--- config.mk ---
export PLATFORM = sky130hd
export DESIGN_NAME = rx_fifo_flat
export DESIGN_NICKNAME = d
export VERILOG_FILES = /design/src/rtl/rx_fifo_if.sv /design/src/rtl/rx_fifo.sv /design/src/flat_wrapper.sv
export SDC_FILE = /design/constraint.sdc
export NUM_CORES = 1
export LEC_CHECK = 0
export BUFFER_PORTS_ARGS = -buffer_cell sky130_fd_sc_hd__buf_2
export CAP_MARGIN = 20
export CORE_MARGIN = 4
export CORE_UTILIZATION = 39
export CTS_CLUSTER_SIZE = 12
export DETAILED_ROUTE_END_ITERATION = 6
export PLACE_DENSITY = 0.62
export SLEW_MARGIN = 5
export SYNTH_ARGS = -nofsm -noshare
export SYNTH_HDL_FRONTEND = slang
export SYNTH_SLANG_ARGS = --single-unit
--- constraint.sdc ---
create_clock -name clk -period 5.35 [get_ports clk]
set_clock_uncertainty 0.1 [all_clocks]
set_input_delay 0.535 -clock clk [delete_from_list [all_inputs] [get_ports clk]]
set_output_delay 0.535 -clock clk [all_outputs]
set_load 0.02 [all_outputs]
--- src/rtl/rx_fifo_if.sv ---
// Router input port bundle: two-phase flit channel, switch side, routing table and status.
interface rx_fifo_if #(
  parameter int SIZE      = 8,
  parameter int PORT_BITS = 8
);
  logic                 ch_req;
  logic [SIZE-1:0]      ch_flit;
  logic                 ch_ack;
  logic                 sw_req;
  logic [PORT_BITS-1:0] sw_chnl;
  logic                 sw_gnt;
  logic                 buf_pop;
  logic [SIZE-1:0]      buf_data;
  logic [SIZE-2:0]      table_addr;
  logic [PORT_BITS-1:0] table_data;
  logic [15:0]          pkt_count;
  logic                 err;

  modport slave (
    input  ch_req, ch_flit, sw_gnt, buf_pop, table_data,
    output ch_ack, sw_req, sw_chnl, buf_data, table_addr, pkt_count, err
  );

  modport master (
    output ch_req, ch_flit, sw_gnt, buf_pop, table_data,
    input  ch_ack, sw_req, sw_chnl, buf_data, table_addr, pkt_count, err
  );
endinterface

--- src/rtl/rx_fifo.sv ---
// Router input port: receives flits on a two-phase channel, routes heads, buffers them in a
// circular FIFO and forwards whole packets to the switch (or counts and drops them in sink mode).
module rx_fifo #(
  parameter int ID           = 0,
  parameter int SUBID        = 0,
  parameter int SIZE         = 8,
  parameter int BUFF_BITS    = 4,
  parameter int PKT_FLITS    = 8,
  parameter int PORT_BITS    = 8,
  parameter int SINK_PACKETS = 0
) (
  input logic      clk,
  input logic      reset,
  rx_fifo_if.slave bus
);
  localparam int FLITS = 2**BUFF_BITS;
  localparam int CW    = $clog2(PKT_FLITS + 1);
  localparam logic [BUFF_BITS:0] FULL     = (BUFF_BITS+1)'(FLITS);
  localparam logic [CW-1:0]      PKT_N    = CW'(PKT_FLITS);
  localparam logic [CW-1:0]      PKT_LAST = CW'(PKT_FLITS - 1);
  localparam bit                 SINK     = (SINK_PACKETS != 0);

  if (PKT_FLITS < 2 || PKT_FLITS > FLITS) begin : g_bad_pkt
    $error("rx_fifo %0d.%0d: PKT_FLITS out of range", ID, SUBID);
  end

  typedef enum logic [1:0] {RX_IDLE, RX_LATCHED, RX_RC, RX_BUF} rx_state_e;
  typedef enum logic [1:0] {FW_IDLE, FW_REQ, FW_SEND} fw_state_e;

  rx_state_e            rx_q, rx_d;
  fw_state_e            fw_q, fw_d;
  logic                 ch_req_old_q;
  logic [SIZE-1:0]      flit_q, flit_d;
  logic                 ch_ack_q, ch_ack_d;
  logic [SIZE-2:0]      table_addr_q, table_addr_d;
  logic [CW-1:0]        flit_cnt_q, flit_cnt_d;
  logic [CW-1:0]        popped_q, popped_d;
  logic [BUFF_BITS-1:0] wr_ptr_q, rd_ptr_q;
  logic [BUFF_BITS:0]   count_q;
  logic [PORT_BITS-1:0] pq_q [2];
  logic                 pq_wr_q, pq_rd_q;
  logic [1:0]           pq_cnt_q;
  logic [1:0]           ready_cnt_q;
  logic                 sw_req_q, sw_req_d;
  logic [PORT_BITS-1:0] sw_chnl_q, sw_chnl_d;
  logic [15:0]          pkt_count_q;
  logic                 err_q;
  logic [SIZE-1:0]      mem_q [FLITS];

  logic                 req;
  logic                 fifo_push, pkt_rx_done, pq_push, pq_pop, fw_done, rx_err, fw_err;
  logic [BUFF_BITS:0]   pop_amt;

  assign req    = bus.ch_req ^ ch_req_old_q;
  assign pq_pop = SINK ? pkt_rx_done : fw_done;

  always_comb begin
    rx_d         = rx_q;
    flit_d       = flit_q;
    ch_ack_d     = ch_ack_q;
    table_addr_d = table_addr_q;
    flit_cnt_d   = flit_cnt_q;
    fifo_push    = 1'b0;
    pkt_rx_done  = 1'b0;
    pq_push      = 1'b0;
    rx_err       = 1'b0;
    unique case (rx_q)
      RX_IDLE: begin
        if (req) begin
          flit_d = bus.ch_flit;
          rx_d   = RX_LATCHED;
        end
      end
      RX_LATCHED: begin
        if (flit_cnt_q == '0 && flit_q[SIZE-1]) begin
          if (pq_cnt_q != 2'd2) begin
            table_addr_d = flit_q[SIZE-2:0];
            rx_d         = RX_RC;
          end
        end else if (flit_cnt_q == '0 || flit_q[SIZE-1]) begin
          // Misplaced head or orphan body: acknowledge and drop, packet in progress is kept.
          rx_err   = 1'b1;
          ch_ack_d = ~ch_ack_q;
          rx_d     = RX_IDLE;
        end else begin
          rx_d = RX_BUF;
        end
      end
      RX_RC: begin
        pq_push = 1'b1;
        rx_d    = RX_BUF;
      end
      RX_BUF: begin
        if (count_q != FULL) begin
          fifo_push = !SINK;
          ch_ack_d  = ~ch_ack_q;
          rx_d      = RX_IDLE;
          if (flit_cnt_q == PKT_LAST) begin
            flit_cnt_d  = '0;
            pkt_rx_done = 1'b1;
          end else begin
            flit_cnt_d = flit_cnt_q + 1'b1;
          end
        end
      end
      default: rx_d = RX_IDLE;
    endcase
  end

  always_comb begin
    fw_d      = fw_q;
    sw_req_d  = sw_req_q;
    sw_chnl_d = sw_chnl_q;
    popped_d  = popped_q;
    pop_amt   = '0;
    fw_done   = 1'b0;
    fw_err    = 1'b0;
    unique case (fw_q)
      FW_IDLE: begin
        if (!SINK && ready_cnt_q != 2'd0) begin
          sw_req_d  = 1'b1;
          sw_chnl_d = pq_q[pq_rd_q];
          fw_d      = FW_REQ;
        end
      end
      FW_REQ: begin
        if (bus.sw_gnt) begin
          sw_req_d = 1'b0;
          popped_d = '0;
          fw_d     = FW_SEND;
        end
      end
      FW_SEND: begin
        if (bus.sw_gnt) begin
          // Pops beyond the packet length would eat into the next packet.
          if (bus.buf_pop && count_q != '0 && popped_q != PKT_N) begin
            pop_amt  = (BUFF_BITS+1)'(1);
            popped_d = popped_q + 1'b1;
          end
        end else begin
          pop_amt  = (BUFF_BITS+1)'(PKT_N - popped_q);
          fw_err   = (popped_q != PKT_N);
          fw_done  = 1'b1;
          popped_d = '0;
          fw_d     = FW_IDLE;
        end
      end
      default: fw_d = FW_IDLE;
    endcase
  end

  always_ff @(posedge clk or negedge reset) begin
    if (!reset) begin
      rx_q         <= RX_IDLE;
      fw_q         <= FW_IDLE;
      ch_req_old_q <= 1'b0;
      flit_q       <= '0;
      ch_ack_q     <= 1'b0;
      table_addr_q <= '0;
      flit_cnt_q   <= '0;
      popped_q     <= '0;
      wr_ptr_q     <= '0;
      rd_ptr_q     <= '0;
      count_q      <= '0;
      pq_q[0]      <= '0;
      pq_q[1]      <= '0;
      pq_wr_q      <= 1'b0;
      pq_rd_q      <= 1'b0;
      pq_cnt_q     <= '0;
      ready_cnt_q  <= '0;
      sw_req_q     <= 1'b0;
      sw_chnl_q    <= '0;
      pkt_count_q  <= '0;
      err_q        <= 1'b0;
    end else begin
      rx_q         <= rx_d;
      fw_q         <= fw_d;
      ch_req_old_q <= bus.ch_req;
      flit_q       <= flit_d;
      ch_ack_q     <= ch_ack_d;
      table_addr_q <= table_addr_d;
      flit_cnt_q   <= flit_cnt_d;
      popped_q     <= popped_d;
      sw_req_q     <= sw_req_d;
      sw_chnl_q    <= sw_chnl_d;
      if (fifo_push) wr_ptr_q <= wr_ptr_q + 1'b1;
      rd_ptr_q <= rd_ptr_q + pop_amt[BUFF_BITS-1:0];
      count_q  <= count_q + (BUFF_BITS+1)'(fifo_push) - pop_amt;
      if (pq_push) begin
        pq_q[pq_wr_q] <= bus.table_data;
        pq_wr_q       <= ~pq_wr_q;
      end
      if (pq_pop) begin
        pq_rd_q     <= ~pq_rd_q;
        pkt_count_q <= pkt_count_q + 1'b1;
      end
      pq_cnt_q    <= pq_cnt_q + 2'(pq_push) - 2'(pq_pop);
      ready_cnt_q <= ready_cnt_q + 2'(pkt_rx_done && !SINK) - 2'(fw_done);
      if (rx_err || fw_err) err_q <= 1'b1;
    end
  end

  always_ff @(posedge clk) begin
    if (fifo_push) mem_q[wr_ptr_q] <= flit_q;
  end

  assign bus.ch_ack     = ch_ack_q;
  assign bus.sw_req     = sw_req_q;
  assign bus.sw_chnl    = sw_chnl_q;
  assign bus.buf_data   = mem_q[rd_ptr_q];
  assign bus.table_addr = table_addr_q;
  assign bus.pkt_count  = pkt_count_q;
  assign bus.err        = err_q;
endmodule
--- src/flat_wrapper.sv ---
// flat-port wrapper written by rule: the top's interface ports become plain ports
module rx_fifo_flat 
#(
  parameter int ID           = 0,
  parameter int SUBID        = 0,
  parameter int SIZE         = 8,
  parameter int BUFF_BITS    = 4,
  parameter int PKT_FLITS    = 8,
  parameter int PORT_BITS    = 8,
  parameter int SINK_PACKETS = 0
)
  (clk, reset, bus_ch_req, bus_ch_flit, bus_sw_gnt, bus_buf_pop, bus_table_data, bus_ch_ack, bus_sw_req, bus_sw_chnl, bus_buf_data, bus_table_addr, bus_pkt_count, bus_err);
  rx_fifo_if #(.SIZE(SIZE), .PORT_BITS(PORT_BITS)) bus_i ();
  input logic clk;
  input logic reset;
  input wire logic [$bits(bus_i.ch_req)-1:0] bus_ch_req;
  input wire logic [$bits(bus_i.ch_flit)-1:0] bus_ch_flit;
  input wire logic [$bits(bus_i.sw_gnt)-1:0] bus_sw_gnt;
  input wire logic [$bits(bus_i.buf_pop)-1:0] bus_buf_pop;
  input wire logic [$bits(bus_i.table_data)-1:0] bus_table_data;
  output wire logic [$bits(bus_i.ch_ack)-1:0] bus_ch_ack;
  output wire logic [$bits(bus_i.sw_req)-1:0] bus_sw_req;
  output wire logic [$bits(bus_i.sw_chnl)-1:0] bus_sw_chnl;
  output wire logic [$bits(bus_i.buf_data)-1:0] bus_buf_data;
  output wire logic [$bits(bus_i.table_addr)-1:0] bus_table_addr;
  output wire logic [$bits(bus_i.pkt_count)-1:0] bus_pkt_count;
  output wire logic [$bits(bus_i.err)-1:0] bus_err;
  assign bus_i.ch_req = bus_ch_req;
  assign bus_i.ch_flit = bus_ch_flit;
  assign bus_i.sw_gnt = bus_sw_gnt;
  assign bus_i.buf_pop = bus_buf_pop;
  assign bus_i.table_data = bus_table_data;
  assign bus_ch_ack = bus_i.ch_ack;
  assign bus_sw_req = bus_i.sw_req;
  assign bus_sw_chnl = bus_i.sw_chnl;
  assign bus_buf_data = bus_i.buf_data;
  assign bus_table_addr = bus_i.table_addr;
  assign bus_pkt_count = bus_i.pkt_count;
  assign bus_err = bus_i.err;
  rx_fifo #(.ID(ID), .SUBID(SUBID), .SIZE(SIZE), .BUFF_BITS(BUFF_BITS), .PKT_FLITS(PKT_FLITS), .PORT_BITS(PORT_BITS), .SINK_PACKETS(SINK_PACKETS)) u_core (.clk(clk), .reset(reset), .bus(bus_i));
endmodule
==> results.md <==
* Status: finished, final reports clean
* CP startpoint: u_core.rd_ptr_q[0]
* Post-Syn Instances at 577
* Hold_sp: bus_ch_req
* Crit path cell chain: buf_4 > mux4_2 > a22oi_1 > nand2_1 > buf_2
* Setup TNS at 0 ns
* CTS root buf: clkbuf_16
* Initial Util at 0.400
* HP Class: in -> reg
* Resized cells post-CTS at 0
* Rows at 55
* Sink Count at around 220
* Least-Margin Pin Slew at 1.04 ns
* Main synth FF type: edfxtp_1
* Final hold vios at 0
* Die Height at 161 um
* DR vias/cell at 5.07
* Peak supply drop at 0.404 mV
* Post-synthesis sequential area ratio at 0.664
* # setup viols final at 0
* Commonest non-fill, non-tap cell in the layout: edfxtp_1
* Post-layout nets at 707
* Crit path max-delay family: flip-flops
* H-tree Lvls at 1
* First-pass GRT wire length at 29.9 mm
* Final WL at around 18 mm
* N_diodes at 0
* Number of remaining DRC errors at 0
* Slew Limit Fails at 0
* Global Route Usage Sum at 0.144
* Pwr Total at 0.00614 W
* Post-Syn Nets at 630
* CTS Buffer Depth at 3
* Inserted Clock Buffers at 24
* Via count at 4986
* IO buf count at 62
* Post-synthesis async set-or-reset flop share at 0.413
* Starting DRT DRC Count at 329
* Vias in the first global route at 5397
* Critical path data required time at 4.72 ns
* Post-synth EDFFs at 128
* F_max at 298 MHz
* Area growth from synthesis to layout at 16.0%
* Slowest cell on the critical path: dfrtp_2
* Syn_area_per_cell at 15.9 um^2
* RSZ-0062 raised after global routing: no
* YS warnings at 0
* CP Data Arrival Time at around 2.7 ns
* CTS tree: built
* Yosys cell types at 44
* Commonest non-fill, non-tap cells in the layout: 128 x edfxtp_1, 88 x dfrtp_1, 62 x buf_2, 38 x nand2_1, 35 x mux2_2
* #FFs+latches synth at approximately 220
* Tcrit/Tclk final at 0.626
* Max incr delay on CP at 0.76 ns
* Crit path max fanout at 18
* Clock Pin Slew Worst Setup and Hold Paths at 0.06 ns
* Worst Setup End Kind: primary output
* Pre-antenna DRT Iters at 4
* Cell Area, Synth at 9170 um^2
* GRT overflow at 0
* Core box area at approximately 23000 um^2
* Post-DRT Antenna Nets at 0
* Max-cap violations at 0
* Initial antenna violation count at 0
* CP bufs+invs at 2
* Rel. slew slack at 0.300
* Critical path startpoint category: flip-flop
* I/O pins at 63
* Min Tclk post-route at 3.35 ns
* FF-to-FF Start: u_core.count_q[1]
* Worst skew pair latency at 0.51 ns
* Pwr Density at 577 nW/um^2
* WL/cell at 18.7 um
* Kind of critical path: reg -> out
* LEAKAGE at ~4.2 nW
* Die area at ~26000 um^2
* DP HPWL at 12.4 mm
* Die width at 161 um
* Largest net degree at the start of global routing at 79
* Layout cells sized above 1 at 0.261
* Gp weighted congestion at 0.745
power by group:
| part | internal (W) | switching, W |
|---|---|---|
| sequential | 0.00227 | 0.000503 |
| clock | 0.000967 | 0.000629 |
| combinational | 0.000848 | 0.000928 |
| total | 0.00408 | 0.00206 |
through the flow:
| stage | cell area (um^2) | utilization | setup WS [ns] | hold slack (ns) | cells |
|---|---|---|---|---|---|
| floorplan | 9170 | - | 2.52 | 0.139 | 577 |
| global placement | 9830 | 0.429 | 2.38 | 0.280 | 938 |
| detailed placement | 9840 | 0.429 | 2.32 | 0.286 | 939 |
| CTS | 10600 | 0.463 | 1.89 | 0.0445 | 982 |
| global route | 10600 | 0.464 | 1.76 | 0.0472 | 983 |
| finish | 10600 | 0.464 | 2.00 | 0.0627 | 983 |
final cells by class:
type                    instances  area, um^2
clock buffers                  35         673
clock inverters                 7        95.1
fillers                      2000       12300
inverters                      29         109
multi-input cells             310        2880
flip-flops and latches        218        6100
well taps                     313         392
repair buffers                 71         400
sequential cells by signal (all words and copies together) (netlist names), 2 cells and up, named ones only:
name                   cells
u_core.mem_q             128
u_core.wr_ptr_q            4
u_core.bus.sw_chnl         8
u_core.ready_cnt_q         2
u_core.fw_q                2
u_core.rd_ptr_q            4
u_core.count_q             5
u_core.bus.pkt_count      16
u_core.pq_q               16
u_core.flit_q              8
u_core.bus.table_addr      7
u_core.flit_cnt_q          4
u_core.popped_q            4
u_core.pq_cnt_q            2
Yosys cell counts, types with 2 or more instances:
cell type | count | area share
xor2_1 | 7 | 0.0067
nor2b_1 | 7 | 0.0048
nand2b_1 | 5 | 0.0034
nand3b_1 | 2 | 0.0016
a21o_1 | 3 | 0.0025
buf_4 | 3 | 0.0025
fa_1 | 2 | 0.0044
a21oi_1 | 9 | 0.0049
and4_1 | 2 | 0.0019
clkbuf_1 | 8 | 0.0033
xnor2_1 | 30 | 0.029
dfrtp_1 | 90 | 0.25
a22oi_1 | 16 | 0.013
edfxtp_1 | 128 | 0.42
and2_1 | 5 | 0.0034
mux2_2 | 35 | 0.043
mux4_2 | 32 | 0.079
nand2_1 | 38 | 0.016
nand3_1 | 10 | 0.0055
buf_2 | 6 | 0.0033
nor3_1 | 7 | 0.0038
o31ai_1 | 3 | 0.0025
or4_1 | 2 | 0.0016
mux2i_1 | 10 | 0.011
ha_1 | 30 | 0.041
inv_1 | 29 | 0.012
nor2_1 | 20 | 0.0082
o21ai_0 | 13 | 0.0071
nand4_1 | 5 | 0.0034
or3_1 | 2 | 0.0014
buf_1 | 3 | 0.0012
and3_1 | 3 | 0.0020
routing by layer:
metal | share of wire | global-route usage | up-vias
met3 | 0.044 | 0.0245 | 30
met2 | 0.50 | 0.249 | 110
met1 | 0.43 | 0.193 | 2544
li1 | - | - | 2302
met4 | 0.020 | 0.0306 | 0
met5 | 0 | 0 | -
final timing paths:
check	end	slack, ns	depth (start not counted)
max	bus_buf_data[2]	2.00	5
min	u_core.ch_req_old_q	0.06	1
max reg2reg	u_core.count_q[4]	2.28	13
min reg2reg	u_core.bus.pkt_count[15]	0.37	1
max in group asynchronous	u_core.flit_q[3]	3.97	4
min in group asynchronous	u_core.bus.pkt_count[7]	0.31	2
cell families after synthesis:
family,count (synthesis),synth area share
flip-flops,218,0.664
AND/OR/NAND/NOR,112,0.0616
multiplexers,77,0.132
AO/OA/AOI/OAI,52,0.0387
buffers and inverters,49,0.0221
XOR/XNOR,37,0.0353
adder cells (fa/ha/maj),32,0.0453
what timing repair did:
action,in CTS,in global routing
buffers inserted,0,0
endpoints found under the setup margin,0,0
hold buffers,1,0
endpoints found under the hold margin,12,0
(Power assumes the default switching activity.)
